<file path="config.mk">
export PLATFORM = sky130hd
export DESIGN_NAME = reset_sequencer
export DESIGN_NICKNAME = d
export VERILOG_FILES = /design/src/rtl/reset_sequencer_pkg.sv /design/src/rtl/reset_sync.sv /design/src/rtl/reset_sequencer.sv
export SDC_FILE = /design/constraint.sdc
export NUM_CORES = 1
export LEC_CHECK = 0
export BUFFER_PORTS_ARGS = -buffer_cell sky130_fd_sc_hd__buf_2
export CORE_MARGIN = 2
export CORE_UTILIZATION = 42
export DETAILED_ROUTE_END_ITERATION = 10
export MAX_ROUTING_LAYER = met4
export PLACE_DENSITY_LB_ADDON = 0.05
export RECOVER_POWER = 100
export SYNTH_ARGS = -nofsm -noshare
export SYNTH_HDL_FRONTEND = slang
export SYNTH_SLANG_ARGS = --single-unit
export TNS_END_PERCENT = 10
</file>
<file path="constraint.sdc">
create_clock -name clock -period 1.7 [get_ports clock]
set_input_delay 0.255 -clock clock [delete_from_list [all_inputs] [get_ports clock]]
set_output_delay 0.255 -clock clock [all_outputs]
set_load 0.01 [all_outputs]
</file>
<file path="src/rtl/reset_sequencer_pkg.sv">
// Shared state encoding and default parameters for the reset sequencer.
package reset_sequencer_pkg;

    localparam int unsigned DEF_SYNC_STAGES = 2;
    localparam int unsigned DEF_HOLD_CYCLES = 16;
    localparam int unsigned DEF_CNT_W       = 8;

    typedef enum logic [2:0] {
        ST_RESET = 3'd0,
        ST_HOLD  = 3'd1,
        ST_RUN   = 3'd2,
        ST_SOFT  = 3'd3,
        ST_ACK   = 3'd4
    } state_e;

endpackage

</file>
<file path="src/rtl/reset_sync.sv">
// Async-clear shift chain: release of rst_n propagates to sync_done after STAGES edges.
module reset_sync #(
    parameter int unsigned STAGES = 2
) (
    input  logic clk,
    input  logic rst_n,
    output logic sync_done
);

    logic [STAGES-1:0] chain;

    always_ff @(posedge clk or negedge rst_n) begin
        if (!rst_n) begin
            chain <= '0;
        end else begin
            chain <= {chain[STAGES-2:0], 1'b1};
        end
    end

    assign sync_done = chain[STAGES-1];

endmodule

</file>
<file path="src/rtl/reset_sequencer.sv">
// Domain reset generator: synchronised release, programmable hold stretch and
// a four-phase soft-reset handshake. Rst_out asserts asynchronously with Rst_n.
module reset_sequencer
    import reset_sequencer_pkg::*;
#(
    parameter int unsigned SYNC_STAGES = DEF_SYNC_STAGES,
    parameter int unsigned HOLD_CYCLES = DEF_HOLD_CYCLES,
    parameter int unsigned CNT_W       = DEF_CNT_W
) (
    input  logic clock,
    input  logic Rst_n,
    input  logic soft_req,
    output logic soft_ack,
    output logic Rst_out,
    output logic ready
);

    state_e           state;
    state_e           state_nx;
    logic [CNT_W-1:0] cnt;
    logic [CNT_W-1:0] cnt_nx;
    logic             rst_out_nx;
    logic             ready_nx;
    logic             soft_ack_nx;
    logic             sync_done;
    logic             cnt_last_c;

    reset_sync #(
        .STAGES (SYNC_STAGES)
    ) u_sync (
        .clk       (clock),
        .rst_n     (Rst_n),
        .sync_done (sync_done)
    );

    // Compare-equal terminates the hold count, so the counter never wraps.
    assign cnt_last_c = (cnt == CNT_W'(HOLD_CYCLES - 1));

    always_ff @(posedge clock or negedge Rst_n) begin
        if (!Rst_n) begin
            state    <= ST_RESET;
            cnt      <= '0;
            Rst_out  <= 1'b1;
            ready    <= 1'b0;
            soft_ack <= 1'b0;
        end else begin
            state    <= state_nx;
            cnt      <= cnt_nx;
            Rst_out  <= rst_out_nx;
            ready    <= ready_nx;
            soft_ack <= soft_ack_nx;
        end
    end

    always_comb begin
        state_nx    = state;
        cnt_nx      = cnt;
        rst_out_nx  = Rst_out;
        ready_nx    = ready;
        soft_ack_nx = soft_ack;
        case (state)
            ST_RESET: begin
                cnt_nx = '0;
                if (sync_done) begin
                    state_nx = ST_HOLD;
                end
            end
            ST_HOLD: begin
                if (cnt_last_c) begin
                    state_nx   = ST_RUN;
                    cnt_nx     = '0;
                    rst_out_nx = 1'b0;
                    ready_nx   = 1'b1;
                end else begin
                    cnt_nx = cnt + CNT_W'(1);
                end
            end
            ST_RUN: begin
                cnt_nx = '0;
                if (soft_req) begin
                    state_nx   = ST_SOFT;
                    rst_out_nx = 1'b1;
                    ready_nx   = 1'b0;
                end
            end
            ST_SOFT: begin
                if (cnt_last_c) begin
                    state_nx    = ST_ACK;
                    cnt_nx      = '0;
                    rst_out_nx  = 1'b0;
                    soft_ack_nx = 1'b1;
                end else begin
                    cnt_nx = cnt + CNT_W'(1);
                end
            end
            ST_ACK: begin
                cnt_nx = '0;
                if (!soft_req) begin
                    state_nx    = ST_RUN;
                    soft_ack_nx = 1'b0;
                    ready_nx    = 1'b1;
                end
            end
            default: begin
                state_nx    = ST_RESET;
                cnt_nx      = '0;
                rst_out_nx  = 1'b1;
                ready_nx    = 1'b0;
                soft_ack_nx = 1'b0;
            end
        endcase
    end

endmodule

</file>
**Word-level counts from Yosys, hierarchy flattened**

Cells that the tools add are included.

- Bits in registers: 16
- Logic and storage cells: 47
- Output and inout bits: 3

- Reductions and logical operators: 9
- Eq/ne operators: 11
- Bitwise gates (word level): 3
- Multiplexer cells: 17
- Add/sub/neg operators: 1

Operators with widths:

| kind | count |
|---|---|
| 8-bit two-way mux | 2 |
| 3-bit two-way mux | 5 |
| 3-bit one-hot mux with 5 select lines | 1 |
| 8-bit by 1-bit adder with 8-bit output, second input constant | 1 |
| 8-bit by 4-bit == test with 1-bit output, second input constant | 1 |
| 2-bit inequality test, second input constant | 4 |
| 3-bit by 2-bit == test with 1-bit output, second input constant | 2 |
| 1-bit two-way mux | 6 |
| 1-bit one-hot mux with 3 select lines | 2 |
| 3-bit AND reduction | 2 |
| 2-bit OR reduction | 3 |
| 5-bit AND reduction | 1 |
| 2-bit by 1-bit inequality test with 1-bit output, second input constant | 2 |
| 1-bit one-hot mux with 4 select lines | 1 |
| 4-bit AND reduction | 1 |
| 3-bit by 1-bit == test with 1-bit output, second input constant | 1 |
| 3-bit == test, second input constant | 1 |
| 3-bit logical NOT | 1 |
| 1-bit NOT | 3 |
| 3-bit OR reduction | 1 |

**Logic depth before layout (Yosys ltp)**

Gate-level depths: netlist (run 1).

- Word-level depth: 4
- Gate-level depth with buffers: 5
- Gate-level depth less buffers: 4

**Cells and area by module**

From an unflattened synthesis (run 1), not the netlist that was laid out.

- Cell total of the unflattened synthesis: 73
- Area, all modules: 768.2 um2

By module, submodules not included:

| module | cells an instance | area each (um2) | sequential area each (um2) | instances |
|---|---|---|---|---|
| reset_sequencer | 70 | 714.4 | 351.6 | 1 |
| reset_sync | 3 | 53.8 | 50.0 | 1 |

**Worst setup path before layout (run 1)**

OpenSTA, ideal clock, no wires.

- Path kind: reg2reg
- Start: register cnt[5]
- End: register state[1]
- Library setup time: 90 ps
- Slack: 186 ps
- Stages on the path, launching flop included: 4
- Arrival: 1424 ps
- Path buffers: 0
- Required time: 1610 ps
- Cells stage by stage: dfrtp_1 or4_4 or4_4 o221ai_1

- Cells in the longest elaborated chain, start to end: 3
- Elaborated cells on any way between the ends: 4

Ends and longest elaborated chain:

| what | RTL line | source |
|---|---|---|
| start, declared | reset_sequencer.sv:20 | `logic [CNT_W-1:0] cnt;` |
| start signal, assigned | reset_sequencer.sv:48 | `cnt <= cnt_nx;` |
| 8-bit by 4-bit == test with 1-bit output * | reset_sequencer.sv:37 | `assign cnt_last_c = (cnt == CNT_W'(HOLD_CYCLES - 1));` |
| 2-bit inequality test (no source line) | -- |  |
| 5-bit AND reduction (no source line) * | -- |  |
| end signal, assigned | reset_sequencer.sv:47 | `state <= state_nx;` |
| end, declared | reset_sequencer.sv:18 | `state_e state;` |

Mark *: on every way between the ends. The rest lies on a longest branch, timed or not.
A chain may end at the register's enable or synchronous reset.

**Final worst setup path (run 1)**

Ends and elaborated chain as after synthesis.

==> results of run 1 <==
cell families (layout without fill, tap and decap cells):
logic type                 count (synthesis)  count (layout)  share of synthesized area (%)
DFF                                       16              16                           52.3
other                                      1               1                          0.488
xor gates and xnor gates                   1               1                           1.14
AOI/OAI and AO/OA                         17              17                           14.8
adders and majority gates                  1               1                           1.63
and+or+nand+nor                           30              30                           22.3
muxes                                      2               2                           2.77
buffers and inverters                      5              16                           4.56
Yosys cell counts (2+ instances only):
cell,count,area [µm²]
a211oi_1,2,15.0
dfrtp_1,15,375
nand3_1,4,20.0
nor2b_1,2,12.5
nor3_1,3,15.0
nand2b_1,2,12.5
o21ai_0,3,15.0
inv_1,3,11.3
or4_4,2,22.5
a21oi_1,5,25.0
nand2_1,6,22.5
nor2_1,4,15.0
and2_1,2,12.5
critical path, stage by stage (launching register included):
cell and delay (ns):
dfrtp_1 0.42, or4_4 0.58, or4_4 0.43, o221ai_1 0.09
placed cells by master (no fill, tap or decap), types with 2 or more instances in the layout:
cell,instances
a21oi_1,5
nand3_1,3
a211oi_1,2
nand2b_1,2
clkbuf_1,5
and2_1,2
nor2b_1,2
or4_4,2
buf_4,2
nand2_1,6
dfrtp_1,15
clkbuf_4,3
nor2_1,4
inv_1,3
o21ai_0,3
nor3_1,3
through the flow:
| stage | hold WS, ns | util (%) |
|---|---|---|
| 2_1_floorplan | -0.0406 | - |
| 3_3_place_gp | 0.187 | 47.7 |
| 3_5_place_dp | 0.187 | 47.7 |
| 4_1_cts | 0.265 | 50.4 |
| 5_1_grt | 0.274 | 50.1 |
| 6_report | 0.280 | 50.1 |
registers in the layout, indices dropped and copies added (netlist names):
| name | flops |
|---|---|
| Rst_out | 1 |
| cnt | 8 |
| ready | 1 |
| soft_ack | 1 |
| state | 3 |
| u_sync.chain | 2 |
how the worst max path moves through the flow:
stage / depth (start not counted) / end / startpoint / slack (ns)
2_1_floorplan: 3 / state[1]$_DFFE_PN0P_ / cnt[5]$_DFF_PN0_ / 0.19
3_3_place_gp: 3 / state[1]$_DFFE_PN0P_ / cnt[5]$_DFF_PN0_ / 0.15
3_5_place_dp: 3 / state[1]$_DFFE_PN0P_ / cnt[5]$_DFF_PN0_ / 0.12
4_1_cts: 3 / state[1]$_DFFE_PN0P_ / cnt[5]$_DFF_PN0_ / 0.09
5_1_grt: 3 / state[1]$_DFFE_PN0P_ / cnt[5]$_DFF_PN0_ / 0.03
6_report: 3 / state[1]$_DFFE_PN0P_ / cnt[5]$_DFF_PN0_ / 0.09
what timing repair did:
item,CTS,global route
hold buffers,1,0
endpoints found under the setup margin,0,1
endpoints found under the hold margin,15,0
gates resized for setup,0,1
cell type report:
| class | count | share of cell area (%) |
|---|---|---|
| sequential | 16 | 46.4 |
| multi-input combinational | 52 | 38.9 |
| timing repair buffer | 9 | 5.64 |
| clock buffer | 4 | 4.19 |
| tap | 25 | 3.61 |
| inverter | 3 | 1.30 |
power by group through the flow:
stage,sequential [µW],combinational [µW],clock [µW]
after floorplan,626,326,0
after global placement,624,480,0
after detailed placement,624,471,0
after CTS,616,475,261
after global routing,644,523,277
final,620,455,248
routing by layer:
layer	part of all wire [%]	vias up	global-route usage (%)
li1	-	287	-
met1	52	264	21.0
met2	44	9	19.2
met3	2.7	2	3.46
met4	0.89	0	8.33
met5	0	-	-
==> results by group, run 1 <==
Status
  • Status: finished clean

Timing
  • Fin Setup TNS: 0 ns
  • Worst-case clock skew: 0.00525 ns
  • Final setup vio count: 0
  • Highest clock rate: 621 MHz
  • Final hold violation count: 0
  • Worst rel slew slack: 41.7%
  • RSZ-0062 raised after global routing: false
  • Final Max Slew Viols: 0
  • Period utilisation layout: 94.7%
  • Setup ws final: 0.0903 ns
  • Worst-Margin Slew: 0.874 ns
  • Period minus WS final: 1.61 ns

CTS
  • Worst-path clk slew: 0.10 ns
  • Root buf cell: clkbuf_4
  • Worst-Skew Late Latency: 0.28 ns
  • Clk buf depth: 2
  • Clock tree from TritonCTS: done
  • TritonCTS Sinks: 16
  • Post-CTS setup buffer count: 0
  • H-tree depth: 1
  • CTS buffer count: 3

Critical path
  • R2R Setup Slk: 0.09 ns
  • Reg-to-Reg Start: cnt[5]$_DFF_PN0_
  • Worst Path Required: 1.89 ns
  • Critical Path Start Type: register
  • Critical setup path kind: register to register
  • Reg2Reg Depth: 3
  • Crit-path max FO: 6
  • Worst EP arrival: 1.80 ns
  • Worst reg2reg endpoint: state[1]$_DFFE_PN0P_
  • CP Capture Type: register

Layout
  • Register area: 402 µm²
  • Filler cell count: 171
  • Antenna Cells: 0
  • Final Non-Filler Cells: 109
  • Multi-input logic area: 337 µm²
  • Layout cells sized above 1: 17.9%
  • Finished Cell Area: 866 µm²
  • Final Net Count: 89
  • Synth-to-Final Area Change: 12.7%

Yosys
  • Syn nets: 77
  • Cell area after synthesis: 768 µm²
  • Cell variety after synth: 33
  • Post-synth ARST share: 100%
  • Ys flop type: dfrtp_1
  • Synth warn: 0
  • Number of enable flip-flop cells after synthesis: 0
  • Syn_area_per_cell: 10.5 µm²
  • Post-synthesis cell count: 73
  • FF+latch count, synth: 16
  • Post-synthesis sequential area ratio: 52.3%

Routing
  • Vias per cell: 5.16
  • Avg WL per Cell: 12.4 µm
  • Post-Route WL: 1350 µm
  • DRT Pass-1 Iters: 4
  • Initial DRC Count: 13
  • DRC viols: 0
  • Antenna-violating nets left: 0
  • Vias: 562

Placed design
  • Worst Setup Slack post-DPL: 0.119 ns
  • Placed cell area: 823 µm²
  • Gpl congestion: 0.855
  • Port Buffer Count: 5
  • Placed Cells: 104
  • Post-DP HPWL: 979 µm

Floorplanning
  • Die width: 46.8 µm
  • Die footprint: 0.00219 mm²
  • Core ar.: 0.00173 mm²
  • Die Ht: 46.8 µm
  • Io pins: 6
  • Initial core utilization: 44.5%
  • Rows: 15

Min path
  • Hold path start: soft_req
  • Hold EP: state[2]$_DFFE_PN0P_
  • Cells on Worst Hold Path: 2
  • HP Class: primary input to register

GRT
  • Largest net degree at the start of global routing: 17
  • GRT Overall Usage: 14.8%
  • Vias in the first global route: 467
  • Initial antenna violation count: 0
  • Total gr overflow: 0
  • First-pass GRT wire length: 2100 µm

Job
  • Max Cap Viol: 0

Power
  • Switching Power: 473 µW
  • Pwr Total: 1320 µW
  • Combinational fraction of design power: 34.4%
  • Clock share of power: 18.8%
  • Net Sw Frac: 35.8%
  • Power per cell area: 1530 mW/mm²
  • Power Internal: 850 µW
  • Seq pwr share: 46.8%
  • Peak supply drop: 0.708 mV
  • Pleak: 0.000365 µW
(Power assumes the default switching activity.)
==> run 2, diff against run 1 <==
--- a/config.mk
+++ b/config.mk
@@ -12,6 +12,7 @@
 export MAX_ROUTING_LAYER = met4
 export PLACE_DENSITY_LB_ADDON = 0.05
 export RECOVER_POWER = 100
+export REMOVE_ABC_BUFFERS = 1
 export SYNTH_ARGS = -nofsm -noshare
 export SYNTH_HDL_FRONTEND = slang
 export SYNTH_SLANG_ARGS = --single-unit
==> run 2 against run 1 <==
Maximum frequency increased by 0.69%. Clock skew decreased by 0.0017 ns. Register-to-register slack about the same. Combinational power fell by 4.8%. Wire length fell by 0.30%. Sequential cell count unchanged. Cell count is 0.92% lower. Worst setup slack improved by 0.011 ns. Die area unchanged. First-iteration DRC count down 38%. Design area is 1.7% lower. Largest power group unchanged. Highest routed layer unchanged.
==> results by group, run 2 (synthesized netlist as in run 1, its figures left out) <==
Status
  • Status: finished clean

Routing
  • Avg WL per Cell: 12.4 µm (+0.63%)
  • Vias per cell: 5.12 (-0.69%)
  • Initial DRC Count: 8 (-5)
  • Vias: 553 (-1.6%)
  • Antenna-violating nets left: 0 (unchanged)
  • DRC viols: 0 (unchanged)
  • Post-Route WL: 1340 µm (-0.30%)
  • DRT Pass-1 Iters: 4 (unchanged)

GRT
  • Grt peak-use layer: met1
  • Total gr overflow: 0 (unchanged)
  • Met2 usage: 20.8% (+1.6 points)
  • Met1 global-route usage: 21.9% (+0.89 points)
  • First-pass GRT wire length: 2260 µm (+7.9%)
  • GRT Overall Usage: 16.1% (+1.3 points)
  • Initial antenna violation count: 0 (unchanged)
  • Met3 global-route usage: 4.62% (+1.2 points)
  • Vias in the first global route: 491 (+5.1%)
  • Largest net degree at the start of global routing: 17 (unchanged)

Floorplanning
  • Initial core utilization: 44.5% (unchanged)
  • Rows: 15 (unchanged)
  • Core ar.: 0.00173 mm² (unchanged)
  • Die footprint: 0.00219 mm² (unchanged)
  • Io pins: 6 (unchanged)
  • Die Ht: 46.8 µm (unchanged)
  • Die width: 46.8 µm (unchanged)

Power
  • Peak supply drop: 0.611 mV (-14%)
  • Pleak: 0.000353 µW (-3.2%)
  • Power per cell area: 1540 mW/mm² (+0.96%)

Layout
  • Final Non-Filler Cells: 108 (-0.92%)
  • Final core occ: 49.3% (-0.87 points)
  • Commonest non-fill, non-tap cell in the layout: dfrtp_1
  • Synth-to-Final Area Change: 10.7%
  • Layout cells sized above 1: 14.5% (-3.4 points)
  • Largest regs: cnt (8), state (3), u_sync.chain (2)
  • Largest register FFs: 8 (unchanged)
  • Filler cell count: 179 (+4.7%)
  • Final Net Count: 88 (-1.1%)
  • Most frequent cells in the layout: dfrtp_1 (15), nand2_1 (6), clkbuf_1 (6), a21oi_1 (5), nor2_1 (4)
  • Antenna Cells: 0 (unchanged)
  • Top reg by flops: cnt

CTS
  • Clock tree from TritonCTS: done
  • CTS buffer count: 3 (unchanged)
  • Root buf cell: clkbuf_4
  • H-tree depth: 1 (unchanged)
  • TritonCTS Sinks: 16 (unchanged)
  • Worst-Skew Late Latency: 0.29 ns (about the same)
  • Worst-path clk slew: 0.10 ns (about the same)
  • Clk buf depth: 2 (unchanged)

Critical path
  • Worst EP arrival: 1.81 ns (about the same)
  • Critical Path Start Type: register
  • Crit path capture: state[1]$_DFFE_PN0P_
  • CP Capture Type: register
  • Worst reg2reg endpoint: state[1]$_DFFE_PN0P_
  • Worst Setup SP: cnt[4]$_DFF_PN0_
  • Worst Path Required: 1.92 ns (+0.03 ns)
  • R2R Setup Slk: 0.10 ns (about the same)
  • Critical setup path kind: register to register
  • Reg-to-Reg Start: cnt[4]$_DFF_PN0_
  • Reg2Reg Depth: 3 (unchanged)
  • Crit-path max FO: 6 (unchanged)

Timing
  • Period utilisation layout: 94.0% (-0.65 points)
  • Worst-case clock skew: 0.00353 ns (-0.00172 ns)
  • Worst rel slew slack: 44.7% (+3.0 points)
  • Period minus WS final: 1.60 ns (-0.0110 ns)
  • RSZ-0062 raised after global routing: false
  • Final Max Slew Viols: 0 (unchanged)
  • Highest clock rate: 625 MHz (+0.69%)
  • Fin Setup TNS: 0 ns (unchanged)
  • Final hold violation count: 0 (unchanged)
  • Final setup vio count: 0 (unchanged)
  • Worst-Margin Slew: 0.829 ns (-0.0447 ns)

Placed design
  • Port Buffer Count: 5 (unchanged)
  • Gpl congestion: 0.750 (-12%)
  • Placed Cells: 103 (-0.96%)
  • Post-DP HPWL: 992 µm (+1.3%)

Min path
  • HP Class: primary input to register
  • Hold path start: soft_req

Job
  • Max Cap Viol: 0 (unchanged)
==> run 2: through the flow <==
step	cell area, µm²	setup WS, ns	total power [µW]	hold WS [ns]
3_5_place_dp	816	0.118	1100	0.183
2_1_floorplan	744	0.186	927	-0.0406
3_3_place_gp	816	0.140	1100	0.185
6_report	851	0.101	1310	0.273
4_1_cts	862	0.105	1360	0.269
5_1_grt	851	0.0398	1430	0.281
==> run 2: cell type report <==
| cell class | instances | area [µm²] | share of cell area (%) |
|---|---|---|---|
| Tap cell | 25 | 31.3 | 3.68 |
| Inverter | 3 | 11.3 | 1.32 |
| Multi-Input combinational cell | 52 | 333 | 39.1 |
| Timing Repair Buffer | 8 | 37.5 | 4.41 |
| Sequential cell | 16 | 402 | 47.2 |
| Clock buffer | 4 | 36.3 | 4.26 |
==> run 2: power breakdown <==
group          total [µW]  switching [µW]  internal, µW
Sequential            625             119           506
Clock                 255             125           131
Combinational         433             237           196
Total                1310             481           832
==> run 2: routing by layer <==
| metal | part of all wire, % | routed length [µm] | vias to the layer above |
|---|---|---|---|
| li1 | - | - | 287 |
| met4 | 3.3 | 45 | 0 |
| met2 | 43 | 574 | 6 |
| met3 | 2.1 | 28 | 5 |
| met1 | 52 | 696 | 255 |
| met5 | 0 | 0 | - |
==> run 2: repair_timing <==
action                                  CTS  global route
gates resized for setup                   0             1
hold buffers                              1             0
hold endpoints to repair                 15             0
setup buffers                             0             0
endpoints found under the setup margin    0             1
==> run 2: worst min-delay path by stage <==
stage                                      end  cells after the start
final                     state[1]$_DFFE_PN0P_                      2
after CTS                 state[1]$_DFFE_PN0P_                      2
after detailed placement      cnt[6]$_DFF_PN0_                      1
after global routing      state[2]$_DFFE_PN0P_                      2
after global placement        cnt[6]$_DFF_PN0_                      1
after floorplan               cnt[0]$_DFF_PN0_                      0
==> run 2: worst max-delay path, stage by stage, from the launching register on <==
cell	delay, ns
dfrtp_1	0.43
or4_4	0.57
or4_1	0.44
o221ai_1	0.09
